**config.mk**
```make
export PLATFORM = sky130hd
export DESIGN_NAME = periph_mem_responder
export DESIGN_NICKNAME = d
export VERILOG_FILES = /design/src/rtl/periph_mem_responder.sv
export SDC_FILE = /design/constraint.sdc
export NUM_CORES = 1
export LEC_CHECK = 0
export ABC_CLOCK_PERIOD_IN_PS = 8540
export CAP_MARGIN = 30
export CORE_AREA = 2 2 240 242
export CTS_CLUSTER_DIAMETER = 200
export DETAILED_ROUTE_END_ITERATION = 8
export DIE_AREA = 0 0 242 244
export GPL_ROUTABILITY_DRIVEN = 0
export PLACE_DENSITY = 0.7
export SLEW_MARGIN = 20
export SYNTH_ARGS = -nofsm -noshare
export SYNTH_HDL_FRONTEND = slang
export SYNTH_SLANG_ARGS = --single-unit
export TNS_END_PERCENT = 100
```
**constraint.sdc**
```tcl
create_clock -name sys_clk -period 8.54 [get_ports sys_clk]
set_input_delay 1.708 -clock sys_clk [delete_from_list [all_inputs] [get_ports sys_clk]]
set_output_delay 1.708 -clock sys_clk [all_outputs]
set_load 0.03 [all_outputs]
```
**src/rtl/periph_mem_responder.sv**
```systemverilog
// Register window + GNSS sample FIFO on the MCU peripheral memory bus.
// Two-state bus handshake: commit in IDLE, one-cycle ready pulse in RESP.
module periph_mem_responder #(
  parameter logic [31:0] BASE_ADDR  = 32'h0200_0000,
  parameter int          FIFO_DEPTH = 16
) (
  input  logic        sys_clk,
  input  logic        rst_n,
  input  logic        mem_valid,
  output logic        mem_ready,
  input  logic [31:0] mem_addr,
  input  logic [31:0] mem_wdata,
  input  logic [3:0]  mem_wstrb,
  output logic [31:0] mem_rdata,
  input  logic        sample_valid,
  input  logic [31:0] sample_data,
  output logic        irq
);
  localparam int          AW    = $clog2(FIFO_DEPTH);
  localparam int          LW    = AW + 1;
  localparam logic [31:0] ID    = 32'h474E_5301;

  typedef enum logic {IDLE, RESP} state_t;
  state_t state;

  logic [1:0]    ctrl;
  logic [31:0]   scratch;
  logic [7:0]    thresh;
  logic          overflow;
  logic [31:0]   fifo_mem [FIFO_DEPTH];
  logic [AW-1:0] rd_ptr, wr_ptr;
  logic [LW-1:0] level;
  logic [7:0]    level8;

  logic       commit, hit, wr, empty, full;
  logic       pop, push, push_req, clr, ovf_set, ovf_clr;
  logic [5:0] off;
  logic [31:0] rd_val;
  logic       unused_addr;

  assign unused_addr = &{1'b0, mem_addr[1:0]};

  assign commit   = (state == IDLE) && mem_valid;
  assign hit      = commit && (mem_addr[31:8] == BASE_ADDR[31:8]);
  assign off      = mem_addr[7:2];
  assign wr       = |mem_wstrb;
  assign level8   = 8'(level);
  assign empty    = (level == '0);
  assign full     = (level == LW'(FIFO_DEPTH));

  assign pop      = hit && !wr && (off == 6'h03) && !empty;
  assign clr      = hit && wr && (off == 6'h01) && mem_wstrb[0] && mem_wdata[2];
  assign push_req = sample_valid && ctrl[0];
  // A pop in the same cycle frees a slot, so a push at full is still accepted.
  assign push     = push_req && (!full || pop) && !clr;
  assign ovf_set  = push_req && full && !pop && !clr;
  assign ovf_clr  = hit && wr && (off == 6'h02) && mem_wstrb[1] && mem_wdata[10];

  always_comb begin
    rd_val = '0;
    if (hit) begin
      case (off)
        6'h00: rd_val = ID;
        6'h01: rd_val = {30'd0, ctrl};
        6'h02: rd_val = {21'd0, overflow, full, empty, level8};
        6'h03: rd_val = empty ? 32'd0 : fifo_mem[rd_ptr];
        6'h04: rd_val = scratch;
        6'h05: rd_val = {24'd0, thresh};
        default: rd_val = '0;
      endcase
    end
  end

  always_ff @(posedge sys_clk) begin
    if (push) fifo_mem[wr_ptr] <= sample_data;
  end

  always_ff @(posedge sys_clk) begin
    if (!rst_n) begin
      state     <= IDLE;
      mem_ready <= 1'b0;
      mem_rdata <= '0;
      ctrl      <= '0;
      scratch   <= '0;
      thresh    <= '0;
      overflow  <= 1'b0;
      rd_ptr    <= '0;
      wr_ptr    <= '0;
      level     <= '0;
      irq       <= 1'b0;
    end else begin
      case (state)
        IDLE: if (mem_valid) begin
          state     <= RESP;
          mem_ready <= 1'b1;
          if (!wr) mem_rdata <= rd_val;
        end
        RESP: begin
          state     <= IDLE;
          mem_ready <= 1'b0;
        end
        default: state <= IDLE;
      endcase

      if (hit && wr) begin
        case (off)
          6'h01: if (mem_wstrb[0]) ctrl <= mem_wdata[1:0];
          6'h04: for (int b = 0; b < 4; b++)
                   if (mem_wstrb[b]) scratch[8*b +: 8] <= mem_wdata[8*b +: 8];
          6'h05: if (mem_wstrb[0]) thresh <= mem_wdata[7:0];
          default: ;
        endcase
      end

      if (clr) begin
        rd_ptr <= '0;
        wr_ptr <= '0;
        level  <= '0;
      end else begin
        if (push) wr_ptr <= wr_ptr + 1'b1;
        if (pop)  rd_ptr <= rd_ptr + 1'b1;
        case ({push, pop})
          2'b10:   level <= level + 1'b1;
          2'b01:   level <= level - 1'b1;
          default: ;
        endcase
      end

      overflow <= ovf_set | (overflow & ~ovf_clr);
      irq      <= ctrl[1] && (((thresh != 8'd0) && (level8 >= thresh)) || overflow);
    end
  end
endmodule

```
-- Word-level counts from Yosys, hierarchy flattened
Memories as Yosys holds them, arrays and structs flattened. A register that Yosys moved wholly into a read port is not among the register bits.
Index checks and enable logic that the tools add are counted.
- register bits after elaboration: 91
- latch bits: 0
- memory bits (writable): 512
- bits in read-only memories: 0
- output and inout bits: 34
- word-level logic and storage cells: 88
- memories kept: 1
- $add $sub $neg: 4
- multipliers: 0
- div/mod/pow operators: 0
- order comparisons: 1
- equality and inequality tests: 10
- shift-type cells: 0
- multiplexer cells: 12
- bitwise operators: 6
- reduce and logical (&&, ||, !) cells: 40
- memory list (memory ; depth ; bits a word ; rd ports ; clocked after memory_dff ; wr ports ; line ; source):
    fifo_mem ; 16 ; 32 ; 1 ; 1 ; 1 ; 30 ; logic [31:0] fifo_mem [FIFO_DEPTH];
- operator list (kind ; count):
    $pmux W32 S6 ; 1
    $mux W32 ; 2
    $eq A24 B18 Y1 const B ; 1
    $reduce_and A3 Y1 ; 7
    $logic_and A1 B1 Y1 ; 20
    $eq A6 B2 Y1 const B ; 2
    $eq A6 B3 Y1 const B ; 2
    $pmux W5 S2 ; 1
    $add A4 B1 Y4 const B ; 2
    $ge A5 B8 Y1 ; 1
    $mux W4 ; 2
    $reduce_bool A8 Y1 ; 1
    $eq A6 B1 Y1 const B ; 1
    $logic_not A6 Y1 ; 1
    $add A5 B1 Y5 const B ; 1
    $eq A5 B5 Y1 const B ; 1
    $logic_not A1 Y1 ; 5
    $logic_not A5 Y1 ; 1
    $sub A5 B1 Y5 const B ; 1
    $mux W1 ; 4
    $not A1 Y1 ; 4
    $pmux W1 S2 ; 2
    $reduce_or A4 Y1 ; 1
    $eq A2 B1 Y1 const B ; 1
    other kinds (7) ; 8

-- Logic depth before layout (Yosys ltp)
- depth in word-level cells: 11
- gate-level depth with buffers: 15
- mapped depth without buffers: 12

-- Worst setup path after synthesis
Ideal clock, no wire load.
- path type: input to register
- from: input mem_addr[10]
- to: memory fifo_mem[3][0] (enable)
- arrival time: 6.320 ns
- required time: 8.027 ns
- path slack: 1.708 ns
- stages: 7
- path buffers: 2
- cell sequence: nor4_1 -> and4_1 -> clkbuf_1 -> and4_4 -> buf_6 -> o211ai_4 -> nor4b_1
- longest elaborated chain between the ends: 10
- RTL lines (item ; line ; source):
    from (decl) ; 11 ; input logic [31:0] mem_addr,
    $eq A24 B18 Y1 (*) ; 44 ; assign hit = commit && (mem_addr[31:8] == BASE_ADDR[31:8]);
    $logic_and A1 B1 Y1 (*) ; 44 ;
    $logic_and A1 B1 Y1, on equally long branches (3 in a row) ; 51, 52 ;
    $logic_or A1 B1 Y1 / $logic_and A1 B1 Y1 (equally long branches) ; 55, 52 ;
    $logic_and A1 B1 Y1 / $logic_not A1 Y1 (equally long branches) ; 55 ; assign push = push_req && (!full || pop) && !clr;
    $logic_and A1 B1 Y1 (*) ; 55 ;
    $mux W1 (*) ; 75 ; if (push) fifo_mem[wr_ptr] <= sample_data;
    $mux W1 (not written as such) (*) ; 75 ;
    to (decl) ; 30 ;
Mark *: on every way between the ends. The rest lies on a longest branch, timed or not.

-- Worst setup path after layout
- from: input mem_addr[4]
- to: register level[4]
- longest elaborated chain between the ends: 8
- RTL lines (item ; line ; source):
    $eq A6 B2 Y1 / $eq A6 B1 Y1 (equally long branches) ; 51, 52 ;
    $logic_and A1 B1 Y1, on equally long branches (2 in a row) ; 51, 52 ;
    $logic_or A1 B1 Y1 / $logic_and A1 B1 Y1 (equally long branches) ; 55, 52 ;
    $logic_and A1 B1 Y1 / $logic_not A1 Y1 (equally long branches) ; 55 ;
    $logic_and A1 B1 Y1 ; 55 ;
    $eq A2 B1 Y1 / $eq A2 B2 Y1 (equally long branches) ; 122 ; case ({push, pop})
    $pmux W5 S2 / $reduce_bool A2 Y1 (equally long branches) ; n/a ;
    to (signal assigned) ; 123 ; 2'b10: level <= level + 1'b1;
    to (signal assigned) ; 124 ; 2'b01: level <= level - 1'b1;
    to (decl) ; 32 ; logic [LW-1:0] level;
Several ways; a longest one is shown, not always the timed one.
A chain may end at the register's enable or synchronous reset.

==> flow_summary.json <==
{
  "vias_per_cell": 5.76,
  "fp.dieW_um": 242,
  "crit_arrival_ns": 6.14,
  "core_um2": 56200,
  "grt_start_max_net_pins": 59,
  "crit_type": "primary input to flop",
  "cts_tree": "yes",
  "final_cells": 2297,
  "maxCapViolCount": 0,
  "pwr-share-clk_pct": 42.3,
  "final_cell_area_um2": 28200,
  "tightest_slew_ns": 0.934,
  "rr_startpoint": "level[1]$_SDFFE_PP0P_",
  "end_kind": "flop",
  "ff2ff_setup_slack_ns": 4.15,
  "final.period_utilization_pct": 65.4,
  "power.switching_w": 0.00113,
  "whs_endpoint": "mem_ready$_SDFFE_PN0P_",
  "power_density_nw_per_um2": 203,
  "synth_cells": 1342,
  "cts_max_level": 2,
  "swShare_pct": 19.7,
  "setup_viol": 0,
  "first_global_vias": 13500,
  "max_freq_mhz": 179,
  "die_area_um2": 59000,
  "synth.yosys.seq_area_share_pct": 71.7,
  "power_frac_comb_pct": 1.9,
  "fin_tns_setup_ns": 0,
  "placed_cells": 2181,
  "clk_pin_slew_ns": 0.06,
  "fin_crit_ns": 5.59,
  "seqPwrFrac_pct": 55.9,
  "crit_path_start_kind": "primary input",
  "nFillCells": 4578,
  "synthFlopType": "edfxtp_1",
  "cts_max_path_buffers": 3,
  "cp_max_fo": 18,
  "syn-num-nets": 1460,
  "cellLeakagePower_nw": 8.47,
  "synth_area_leaders": "edfxtp_1, mux4_2, dfxtp_1",
  "reg2reg_depth": 12,
  "ioPinCount": 138,
  "ant_nets": 0,
  "dpl_cell_area_um2": 26400,
  "rsz0062_at_grt": "no",
  "num_vias": 13200,
  "numCtsBuffers": 59,
  "drt_iter0_drc": 1457,
  "gr-total-overflow": 0,
  "worstPathRequired_ns": 9.09,
  "yosysTopAreaCell": "edfxtp_1",
  "wirelength_mm": 56.8,
  "grt_use_total_pct": 19.2,
  "maxSlewViolCount": 0,
  "synthArstFlopShare_pct": 0,
  "cts_hold_buf": 0,
  "hold_violations": 0,
  "post_cts_resized": 0,
  "ys_seq_elements": 607,
  "die_h_um": 244,
  "drive_above_1_share_pct": 21.5,
  "yosysWarnings": 0,
  "netlist_area_um2": 24100,
  "insertion_delay_ns": 0.63,
  "reg2reg_to": "level[4]$_SDFFE_PP0P_",
  "peakVddDrop_v": 0.000152,
  "skew_ns": 0.0428,
  "slew-limit-headroom_pct": 37.7,
  "synth_edf_count": 512,
  "dp_hpwl_mm": 32.7,
  "drt_pass1_iterations": 5,
  "post_cts_buffers": 0,
  "layout.nets": 1608,
  "port_buffers": 135,
  "synth_top_area_share_pct": 63.8,
  "avgRoutedWirePerCell_um": 24.7,
  "holdPathStages": 1,
  "synth.avg_cell_area_um2": 17.9,
  "std_cell_rows": 87,
  "synthDistinctLibCells": 57,
  "cts.sinks": 607,
  "status": "finished clean",
  "internal_power_w": 0.00461,
  "antenna_found_initial": 6,
  "grt_pass1_wl_mm": 84.5,
  "synthToLayoutAreaGrowth_pct": 17.3,
  "drc": 0,
  "hold_class": "flop to flop",
  "min_from": "state$_SDFF_PP0_",
  "cts_root_buf": "clkbuf_16",
  "start_util_pct": 42.9
}
-- final cells by class --
cell class / instances / area, um^2 / area share [%]
Antenna cell: 2 / 5.00 / 0.0177
Clock buffer: 83 / 1630 / 5.76
Clock inverter: 27 / 173 / 0.611
Inverter: 10 / 37.5 / 0.133
Multi-Input combinational cell: 636 / 6470 / 22.9
Sequential cell: 607 / 17300 / 61.2
Tap cell: 756 / 946 / 3.35
Timing Repair Buffer: 176 / 1700 / 6.00
-- worst max-delay path, stage by stage --
cell and delay [ns]:
clkdlybuf4s50_1 0.50, nor4_1 0.69, o2111a_2 0.71, and4_4 0.39, o211ai_4 0.32, ha_1 0.45
xor2_1 0.18, ha_1 0.23, a211o_1 0.27, a21oi_1 0.16, a221oi_1 0.07, or3_1 0.32
a21oi_1 0.13
-- per-stage QoR --
| stage | hold WS [ns] | power (W) | util, % | setup WS (ns) |
|---|---|---|---|---|
| 2_1_floorplan | 0.401 | 0.00329 | - | 1.71 |
| 3_3_place_gp | 0.408 | 0.00337 | 46.9 | 2.43 |
| 3_5_place_dp | 0.423 | 0.00338 | 47.0 | 2.40 |
| 4_1_cts | 0.422 | 0.00578 | 50.2 | 3.06 |
| 5_1_grt | 0.440 | 0.00588 | 50.3 | 2.77 |
| 6_report | 0.412 | 0.00574 | 50.3 | 2.95 |
-- synth_stat cells, types with 9 or more instances --
cell	count
edfxtp_1	512
mux4_2	128
nand2_1	110
dfxtp_1	95
clkbuf_1	46
mux2_2	46
nand3_1	44
a221oi_1	42
o21ai_0	33
a22oi_1	31
mux2i_1	29
buf_2	28
nor2_1	21
o211ai_1	17
ha_1	14
a21oi_1	11
inv_1	10
nor3_1	10
buf_1	9
nand4_1	9
-- worst max-delay path by stage --
stage	startpoint	endpoint	slack, ns	depth (start not counted)
6_report	mem_addr[4]	level[4]$_SDFFE_PP0P_	2.95	13
4_1_cts	mem_addr[4]	level[4]$_SDFFE_PP0P_	3.06	13
5_1_grt	mem_addr[4]	level[4]$_SDFFE_PP0P_	2.77	13
3_3_place_gp	mem_addr[4]	fifo_mem[11][19]$_DFFE_PP_	2.43	7
3_5_place_dp	mem_addr[4]	level[4]$_SDFFE_PP0P_	2.40	13
2_1_floorplan	mem_addr[10]	fifo_mem[3][0]$_DFFE_PP_	1.71	7
-- routing by layer --
layer | wire (um) | up-vias | GRT usage, %
li1 | - | 5769 | -
met1 | 23200 | 6816 | 26.4
met2 | 27400 | 569 | 31.6
met3 | 5340 | 72 | 3.97
met4 | 899 | 4 | 4.48
met5 | 16 | - | 0
-- cell families after synthesis --
family | Yosys count | share of synthesized area [%]
buffers and inverters | 99 | 1.84
AND/OR/NAND/NOR | 246 | 4.98
flip-flops | 607 | 71.7
XOR/XNOR | 7 | 0.255
AO/OA/AOI/OAI | 166 | 5.12
multiplexers | 203 | 15.3
adder cells (fa/ha/maj) | 14 | 0.727
-- registers in the layout, summed over array words and instances (netlist names), named ones only --
| register | count |
|---|---|
| wr_ptr | 4 |
| fifo_mem | 512 |
| state | 1 |
| mem_rdata | 32 |
| mem_ready | 1 |
| irq | 1 |
| level | 5 |
| overflow | 1 |
| thresh | 8 |
| ctrl | 2 |
| rd_ptr | 4 |
| scratch | 32 |
-- power by group through the flow --
| stage | Sequential [W] | Clock [W] | Combinational (W) |
|---|---|---|---|
| 6_report | 0.00321 | 0.00243 | 0.000107 |
| 5_1_grt | 0.00321 | 0.00256 | 0.000116 |
| 4_1_cts | 0.00321 | 0.00247 | 0.000106 |
| 3_5_place_dp | 0.00327 | 0 | 0.000106 |
| 3_3_place_gp | 0.00327 | 0 | 0.000102 |
| 2_1_floorplan | 0.00327 | 0 | 0.0000183 |
-- placed cells by master, fill, tap and decap left out, types with 33 or more instances in the layout --
cell type,count
edfxtp_1,512
clkdlybuf4s50_1,134
mux4_2,128
nand2_1,109
dfxtp_1,91
clkbuf_16,60
mux2_2,46
nand3_1,44
a221oi_1,42
buf_4,37
o21ai_0,33
No activity file was read; power rests on OpenSTA's default activity.
